<file path="src/rtl/motion_pkg.sv">
// rtl/motion_pkg.sv - shared types and constants for the motion command sequencer
package motion_pkg;

  typedef enum logic [2:0] {
    S_IDLE,
    S_LOAD,
    S_CLEAR,
    S_RUN,
    S_DONE
  } state_e;

  typedef struct packed {
    logic [7:0] ctype;
    logic [7:0] arg1;
    logic [7:0] arg2;
  } cmd_t;

  localparam logic [7:0] CMD_LINE    = 8'd1;
  localparam logic [3:0] RUN_NUM_DEF = 4'd5;
  localparam int         RATIO       = 62;

endpackage

</file>
<file path="src/rtl/cmd_fifo.sv">
// rtl/cmd_fifo.sv - synchronous command FIFO with level output and flush
module cmd_fifo
  import motion_pkg::*;
#(
  parameter int DEPTH = 4
) (
  input  logic                     clk,
  input  logic                     rst,
  input  logic                     push_i,
  input  logic                     pop_i,
  input  logic                     flush_i,
  input  cmd_t                     wdata_i,
  output cmd_t                     rdata_o,
  output logic                     full_o,
  output logic                     empty_o,
  output logic [$clog2(DEPTH):0]   level_o
);

  localparam int AW = $clog2(DEPTH);

  cmd_t          mem_q [DEPTH];
  logic [AW-1:0] wr_ptr_q, rd_ptr_q;
  logic [AW:0]   level_q;
  logic          push_ok, pop_ok;

  assign full_o  = (level_q == (AW+1)'(DEPTH));
  assign empty_o = (level_q == '0);
  assign push_ok = push_i && !full_o;
  assign pop_ok  = pop_i && !empty_o;
  assign rdata_o = mem_q[rd_ptr_q];
  assign level_o = level_q;

  // Flush shares the reset path so an abort empties the queue in one edge.
  always_ff @(posedge clk) begin
    if (rst || flush_i) begin
      wr_ptr_q <= '0;
      rd_ptr_q <= '0;
      level_q  <= '0;
    end else begin
      if (push_ok) wr_ptr_q <= wr_ptr_q + 1'b1;
      if (pop_ok)  rd_ptr_q <= rd_ptr_q + 1'b1;
      case ({push_ok, pop_ok})
        2'b10:   level_q <= level_q + 1'b1;
        2'b01:   level_q <= level_q - 1'b1;
        default: level_q <= level_q;
      endcase
    end
  end

  always_ff @(posedge clk) begin
    if (push_ok) mem_q[wr_ptr_q] <= wdata_i;
  end

endmodule

</file>
<file path="src/rtl/motion_cmd_sequencer.sv">
// rtl/motion_cmd_sequencer.sv - queues motion commands and runs them on the pulse generator
module motion_cmd_sequencer
  import motion_pkg::*;
#(
  parameter int         FIFO_DEPTH  = 4,
  parameter int         CLR_CYCLES  = 2,
  parameter int         WDOG_CYCLES = 0,
  parameter logic [3:0] RUN_NUM     = RUN_NUM_DEF
) (
  input  logic                          clk,
  input  logic                          rst,
  input  logic                          cmd_valid,
  output logic                          cmd_ready,
  input  logic [7:0]                    cmd_type,
  input  logic [7:0]                    cmd_arg1,
  input  logic [7:0]                    cmd_arg2,
  input  logic                          estop,
  input  logic                          clr_fault,
  input  logic                          gen_stop,
  output logic                          gen_rst,
  output logic [7:0]                    gen_para1,
  output logic [7:0]                    gen_para2,
  output logic [7:0]                    gen_para3,
  output logic [3:0]                    gen_data_num,
  output logic                          busy,
  output logic [$clog2(FIFO_DEPTH):0]   fifo_level,
  output logic                          cmd_done,
  output logic                          err_type,
  output logic                          timeout
);

  localparam int              CW        = $clog2(CLR_CYCLES + 1);
  localparam logic [CW-1:0]   CLR_LAST  = CW'(CLR_CYCLES - 1);
  localparam logic [31:0]     WDOG_LAST = 32'(WDOG_CYCLES - 1);

  state_e        state_q, state_d;
  logic [CW-1:0] clr_cnt_q, clr_cnt_d;
  logic [31:0]   wdog_q, wdog_d;
  logic          gen_rst_q, gen_rst_d;
  logic [3:0]    data_num_q, data_num_d;
  logic [7:0]    para1_q, para2_q, para3_q;
  logic          estop_l_q, estop_l_d;
  logic          err_q, err_d;
  logic          timeout_q, timeout_d;

  cmd_t          head, wcmd;
  logic          fifo_full, fifo_empty, fifo_pop;
  logic          accept, legal, wd_abort, abort;

  assign cmd_ready = !fifo_full && !estop_l_q;
  assign accept    = cmd_valid && cmd_ready;
  assign legal     = (cmd_type == CMD_LINE);
  assign wcmd      = {cmd_type, cmd_arg1, cmd_arg2};
  assign wd_abort  = (WDOG_CYCLES != 0) && (state_q == S_RUN) && (wdog_q == WDOG_LAST);
  assign abort     = estop || wd_abort;

  cmd_fifo #(.DEPTH(FIFO_DEPTH)) u_fifo (
    .clk     (clk),
    .rst     (rst),
    .push_i  (accept && legal),
    .pop_i   (fifo_pop),
    .flush_i (abort),
    .wdata_i (wcmd),
    .rdata_o (head),
    .full_o  (fifo_full),
    .empty_o (fifo_empty),
    .level_o (fifo_level)
  );

  always_comb begin
    state_d   = state_q;
    clr_cnt_d = clr_cnt_q;
    wdog_d    = wdog_q;
    fifo_pop  = 1'b0;
    case (state_q)
      S_IDLE:  if (!fifo_empty && !estop_l_q) state_d = S_LOAD;
      S_LOAD: begin
        fifo_pop  = 1'b1;
        clr_cnt_d = '0;
        state_d   = S_CLEAR;
      end
      S_CLEAR: begin
        if (clr_cnt_q == CLR_LAST) begin
          wdog_d  = '0;
          state_d = S_RUN;
        end else begin
          clr_cnt_d = clr_cnt_q + 1'b1;
        end
      end
      S_RUN: begin
        wdog_d = wdog_q + 32'd1;
        if (gen_stop) state_d = S_DONE;
      end
      S_DONE:  state_d = S_IDLE;
      default: state_d = S_IDLE;
    endcase
    // Abort outranks a gen_stop in the same cycle, so no cmd_done follows.
    if (abort) begin
      state_d  = S_IDLE;
      fifo_pop = 1'b0;
    end

    gen_rst_d  = (state_d != S_RUN);
    data_num_d = (state_d == S_RUN) ? RUN_NUM : 4'd0;
    estop_l_d  = abort ? 1'b1 : (clr_fault ? 1'b0 : estop_l_q);
    timeout_d  = wd_abort ? 1'b1 : (clr_fault ? 1'b0 : timeout_q);
    err_d      = (accept && !legal) ? 1'b1 : (clr_fault ? 1'b0 : err_q);
  end

  always_ff @(posedge clk) begin
    if (rst) begin
      state_q    <= S_IDLE;
      clr_cnt_q  <= '0;
      wdog_q     <= '0;
      gen_rst_q  <= 1'b1;
      data_num_q <= 4'd0;
      para1_q    <= 8'd0;
      para2_q    <= 8'd0;
      para3_q    <= 8'd0;
      estop_l_q  <= 1'b0;
      err_q      <= 1'b0;
      timeout_q  <= 1'b0;
    end else begin
      state_q    <= state_d;
      clr_cnt_q  <= clr_cnt_d;
      wdog_q     <= wdog_d;
      gen_rst_q  <= gen_rst_d;
      data_num_q <= data_num_d;
      estop_l_q  <= estop_l_d;
      err_q      <= err_d;
      timeout_q  <= timeout_d;
      if (state_q == S_LOAD) begin
        para1_q <= head.ctype;
        para2_q <= head.arg1;
        para3_q <= head.arg2;
      end
    end
  end

  assign gen_rst      = gen_rst_q;
  assign gen_data_num = data_num_q;
  assign gen_para1    = para1_q;
  assign gen_para2    = para2_q;
  assign gen_para3    = para3_q;
  assign busy         = (state_q != S_IDLE);
  assign cmd_done     = (state_q == S_DONE);
  assign err_type     = err_q;
  assign timeout      = timeout_q;

endmodule

</file>
<file path="config.mk">
export PLATFORM = sky130hd
export DESIGN_NAME = motion_cmd_sequencer
export DESIGN_NICKNAME = d
export VERILOG_FILES = /design/src/rtl/motion_pkg.sv /design/src/rtl/cmd_fifo.sv /design/src/rtl/motion_cmd_sequencer.sv
export SDC_FILE = /design/constraint.sdc
export NUM_CORES = 1
export LEC_CHECK = 0
export CAP_MARGIN = 20
export CORE_MARGIN = 1
export CORE_UTILIZATION = 54
export CTS_CLUSTER_DIAMETER = 150
export DETAILED_ROUTE_END_ITERATION = 10
export GPL_TIMING_DRIVEN = 0
export PLACE_DENSITY = 0.78
export SETUP_SLACK_MARGIN = 0.02
export SLEW_MARGIN = 20
export SYNTH_ARGS = -nofsm -noshare
export SYNTH_HDL_FRONTEND = slang
export SYNTH_SLANG_ARGS = --single-unit
</file>
<file path="constraint.sdc">
create_clock -name clk -period 2.8 [get_ports clk]
set_input_delay 0.56 -clock clk [delete_from_list [all_inputs] [get_ports clk]]
set_output_delay 0.56 -clock clk [all_outputs]
set_load 0.01 [all_outputs]
</file>
# == Word-level counts from Yosys, hierarchy flattened ==
# Memory sizes are Yosys's and may differ from the RTL's. A register that Yosys moved wholly into a read port is not among the register bits.
# Index checks and enable logic that the tools add are counted.
# classes
n_reduce_logical,20
add_sub_neg,5
n_eq_ne,12
mux,16
# ops
cell,count
3-bit two-way mux,5
3-bit one-hot mux with 4 select lines,1
"3-bit by 2-bit == test with 1-bit output, second input constant",3
"8-bit by 1-bit == test with 1-bit output, second input constant",1
2-bit nonzero test,4
1-bit logical AND,7
1-bit two-way mux,7
"2-bit by 1-bit adder with 2-bit output, second input constant",3
"3-bit == test, second input constant",2
3-bit logical NOT,2
3-bit one-hot mux with 2 select lines,1
"2-bit by 1-bit == test with 1-bit output, second input constant",2
1-bit logical NOT,4
2-bit one-hot mux with 2 select lines,1
"3-bit by 1-bit adder with 3-bit output, second input constant",1
"3-bit by 1-bit == test with 1-bit output, second input constant",1
"3-bit by 2-bit != test with 1-bit output, second input constant",1
3-bit nonzero test,1
"3-bit by 1-bit subtractor with 3-bit output, second input constant",1
"2-bit == test, second input constant",1
2-bit two-way mux,1
"2-bit != test, second input constant",1
2-bit AND reduction,1
1-bit logical OR,1
# word_totals
memories,1
inputBits,30
ramBits,96
reg_bits,19
# mem_list
name,depth,word_bits,read_ports,rd_ports_with_merged_regs,write_ports,line_no,rtl
u_fifo.mem_q,4,24,1,1,1,cmd_fifo.sv:21,cmd_t mem_q [DEPTH];

# == Logic depth before layout (Yosys ltp) ==
# depth
word_depth,8
depth_mapped,10

# == Modules after synthesis ==
# From an unflattened synthesis, not the netlist that was laid out.
# hier_totals
cells_unflattened,318
area_unflattened_um2,5300.1
# by_module_without_submodules
module,cells_each,area_per_inst_um2,seq_area_each_um2,instances
cmd_fifo,182,3957.5,3062.9,1
motion_cmd_sequencer,136,1342.5,660.6,1

# == Worst setup path after synthesis ==
# No wires, ideal clock.
# synth_path
path_type,input -> register
start,in cmd_type[1]
end,"reg u_fifo.level_q[2], in the netlist u_fifo.level_o[2]"
setup_ns,0.070
slack_ns,0.631
path_stages,10
required_time_ns,2.730
arrival_time_ns,2.099
path_cell_list,nor4b_1 -> nand2_1 -> nor2_1 -> inv_2 -> ha_1 -> inv_1 -> fa_1 -> xor2_1 -> or3_1 -> a21oi_1
# synth_between
elab_chain_len,5
elab_cells_between_ends,7
classes_between,eq/ne: 3; mux: 1; reduce/logical: 3
# synth_rtl
element,line_no,rtl
from (decl),motion_cmd_sequencer.sv:14,"input logic [7:0] cmd_type,"
8-bit by 1-bit == test with 1-bit output *,motion_cmd_sequencer.sv:52,assign legal = (cmd_type == CMD_LINE);
1-bit logical AND *,motion_cmd_sequencer.sv:60,".push_i (accept && legal),"
1-bit logical AND *,cmd_fifo.sv:28,assign push_ok = push_i && !full_o;
2-bit by 1-bit == test with 1-bit output / 2-bit == test (equally long branches),cmd_fifo.sv:42,"case ({push_ok, pop_ok})"
3-bit one-hot mux with 2 select lines / 2-bit nonzero test (equally long branches),n/a,
to (signal assigned),cmd_fifo.sv:43,2'b10: level_q <= level_q + 1'b1;
to (signal assigned),cmd_fifo.sv:44,2'b01: level_q <= level_q - 1'b1;
to (signal assigned),cmd_fifo.sv:45,default: level_q <= level_q;
to (decl),cmd_fifo.sv:23,logic [AW:0] level_q;
# Mark *: on every way between the ends. The rest lies on a longest branch, timed or not.
# A chain may end at the register's enable or synchronous reset.

# == Final worst setup path ==
# Ends and elaborated chain as after synthesis.

==> flow_metrics.py <==
metrics = {
    "clocking": {
        "cts.clk_slew.worst_paths_ns": 0.06,
        "cts_tree": "built",
        "htree_levels": 4,
        "clk_latency_ns": 0.52,
        "root_buffer": "clkbuf_8",
        "post-cts-setup-buffer-count": 0,
        "cts_buffers": 17,
        "ctsResizeCount": 0,
        "clock_sinks": 136,
        "cts_hold_buffers": 0,
        "clockBufferDepth": 2,
    },
    "synthesis": {
        "ys_seq_area_share_pct": 72.9,
        "ys_seq_elements": 136,
        "synth-edff-count": 96,
        "netlist_instances": 283,
        "syn-cell-area_sq_um": 5050,
        "synthArstFlopShare_pct": 0,
        "netlist-cell-type-count": 39,
        "synthFlopType": "edfxtp_1",
        "yosysWarnings": 0,
        "postSynthAreaPerCell_sq_um": 17.9,
    },
    "run_status": {
        "status": "complete, no violations",
    },
    "die": {
        "ios": 67,
        "die_y_um": 98.7,
        "start_util_pct": 56.8,
        "die_x_um": 98.7,
        "core-area_sq_um": 8890,
        "num_rows": 34,
        "die-area_sq_um": 9750,
    },
    "run": {
        "drv_cap": 0,
    },
    "global_routing": {
        "grt_pass1_vias": 2853,
        "grt_pass1_wl_mm": 14.7,
        "grt-ovfl-total": 0,
        "grt_max_degree": 25,
        "antenna_found_initial": 0,
        "track_usage_pct": 21.1,
    },
    "power_and_ir_drop": {
        "clkPwrFrac_pct": 46.6,
        "intPower_mw": 3.31,
        "seqPwrFrac_pct": 51.3,
        "leakagePower_nw": 2.12,
        "power.share.combinational_pct": 2.1,
        "power.share.switching_pct": 21.1,
        "power_switching_mw": 0.886,
        "ir_worst_vdd_mv": 0.382,
        "power.density_nw_per_um2": 660,
    },
    "worst_setup_path": {
        "start_kind": "input pin",
        "cp_max_fo": 5,
        "cp_data_required_time_ns": 3.26,
        "rr_startpoint": "u_fifo.level_o[2]$_SDFFE_PP0P_",
        "worstSetupEndpointType": "register",
        "reg2reg_to": "u_fifo.level_o[2]$_SDFFE_PP0P_",
        "reg2reg_slack_ns": 0.52,
        "path_class": "in -> reg",
        "arrival_ns": 2.96,
        "worstSetupStartpoint": "cmd_type[1]",
        "r2r_cells": 10,
    },
    "timing": {
        "fin_skew_ns": 0.00881,
        "rsz0062_at_grt": "false",
        "finalHoldViolCount": 0,
        "drv_slew": 0,
        "slew_headroom_pct": 52.3,
        "period_minus_slack_ns": 2.51,
        "finalCritPeriodShare_pct": 89.6,
        "fmax_mhz": 399,
        "finalSetupTns_ns": 0,
        "worst_pin_slew_ns": 0.716,
        "setup_violations": 0,
    },
    "drt": {
        "totalWireLength_mm": 9.17,
        "wl_per_cell_um": 18.8,
        "viasPerCell": 5.66,
        "drtAntennaViolNets": 0,
        "first_pass_iters": 5,
        "drt_iter0_drc": 135,
        "vias": 2764,
        "route.detailed.drc": 0,
    },
    "placement": {
        "dp_hpwl_mm": 5.59,
        "gp_congestion": 0.769,
        "numPortBuffers": 63,
    },
    "final_layout": {
        "area_growth_pct": 25.9,
        "diodes": 0,
        "drive_above_1_share_pct": 19.5,
        "nets": 404,
        "fill_cells": 554,
        "final_util_pct": 71.5,
    },
    "worst_hold_path": {
        "hp-class": "reg -> reg",
        "min_path_cells": 1,
        "worst_hold_startpoint": "gen_para3[1]$_SDFFE_PP0P_",
        "min_to": "gen_para3[1]$_SDFFE_PP0P_",
    },
}
==> critical path, stage by stage <==
cell and delay [ns]:
clkdlybuf4s50_1 0.48, nor4b_1 0.40, nand2_1 0.18, nor2_1 0.26
inv_2 0.10, ha_1 0.22, inv_1 0.07, fa_1 0.17
xor2_1 0.07, or3_1 0.31, a21oi_1 0.14
==> area by class of cell <==
class	instances	area, sq um	area share (%)
clock buffers	19	432	6.79
repair buffers	63	631	9.91
plain buffers	16	93.8	1.48
flip-flops and latches	136	3680	57.9
clock inverters	13	98.8	1.55
well taps	108	135	2.12
inverters	9	33.8	0.531
multi-input cells	124	1250	19.7
==> stage by stage <==
step	area, sq um	hold WS, ns	total power [mW]	worst slack, ns	cells
floorplan	5060	0.457	2.22	0.631	285
global placement	5830	0.460	2.28	-0.593	456
detailed placement	5830	0.463	2.28	-0.258	456
CTS	6360	0.481	4.22	0.276	488
global route	6360	0.499	4.31	0.0391	488
finish	6360	0.476	4.20	0.291	488
==> cell usage after synthesis, drive strengths merged (3+ instances only) <==
cell type   n  share of area (%)
or3         4               0.50
and2        5               0.62
nor2b       3               0.37
xor2        4               0.69
o21ai       4               0.40
dfxtp      40                 16
ha          6                1.5
inv         9               0.67
a22o       24                4.2
clkbuf      3               0.22
nand2       5               0.37
nor2       15                1.1
mux4       24                 11
nor3        3               0.30
edfxtp     96                 57
nand2b      4               0.50
a21oi       4               0.40
buf        13                1.6
==> metal layers <==
metal | vias up | global-route usage (%) | routed length [um]
met4 | 0 | 8.15 | 161
met1 | 1388 | 25.1 | 3690
met5 | - | 0 | 0
li1 | 1273 | - | -
met3 | 19 | 7.73 | 472
met2 | 84 | 35.4 | 4850
==> layout by cell type (no fill, tap or decap), types with 6 or more instances in the layout <==
cell type,netlist,layout
clkdlybuf4s50_1,0,63
clkbuf_16,0,16
ha_1,6,6
a22o_1,24,24
buf_2,6,6
mux4_2,24,24
inv_1,8,8
nor2_1,15,15
edfxtp_1,96,96
dfxtp_1,40,40
==> logic make-up (layout without fill, tap and decap cells) <==
kind of cell             count (synthesis)  in the layout  synth area share [%]
AO/OA/AOI/OAI                           37             37                  5.82
XOR/XNOR                                 5              5                 0.867
adder cells (fa/ha/maj)                  7              7                  1.88
buffers and inverters                   25            120                  2.53
flip-flops                             136            136                  72.9
multiplexers                            25             25                  10.9
other                                    1              3                0.0742
AND/OR/NAND/NOR                         47             47                  5.03
==> sequential cells by signal, summed over array words and instances (netlist names) <==
signal	cells
state_q	3
u_fifo.mem_q	96
gen_data_num	1
err_type	1
gen_para2	8
u_fifo.wr_ptr_q	2
gen_rst	1
gen_para1	8
clr_cnt_q	2
gen_para3	8
u_fifo.rd_ptr_q	2
u_fifo.level_o	3
estop_l_q	1
==> power groups by stage <==
stage          Combinational (mW)  Sequential, mW  Clock, mW
2_1_floorplan              0.0204            2.20          0
3_3_place_gp               0.0848            2.20          0
3_5_place_dp               0.0880            2.20          0
4_1_cts                    0.0885            2.15       1.98
5_1_grt                    0.0951            2.15       2.06
6_report                   0.0883            2.15       1.96
==> how the worst max path moves through the flow <==
stage,slack [ns],cells after the start,to
final,0.29,11,u_fifo.level_o[2]$_SDFFE_PP0P_
after global routing,0.04,11,u_fifo.level_o[2]$_SDFFE_PP0P_
after detailed placement,-0.26,11,u_fifo.level_o[2]$_SDFFE_PP0P_
after CTS,0.28,11,u_fifo.level_o[2]$_SDFFE_PP0P_
after floorplan,0.63,10,u_fifo.level_o[2]$_SDFFE_PP0P_
after global placement,-0.59,5,u_fifo.mem_q[0][6]$_DFFE_PP_
Note: power is estimated with default switching activity, not from simulation.
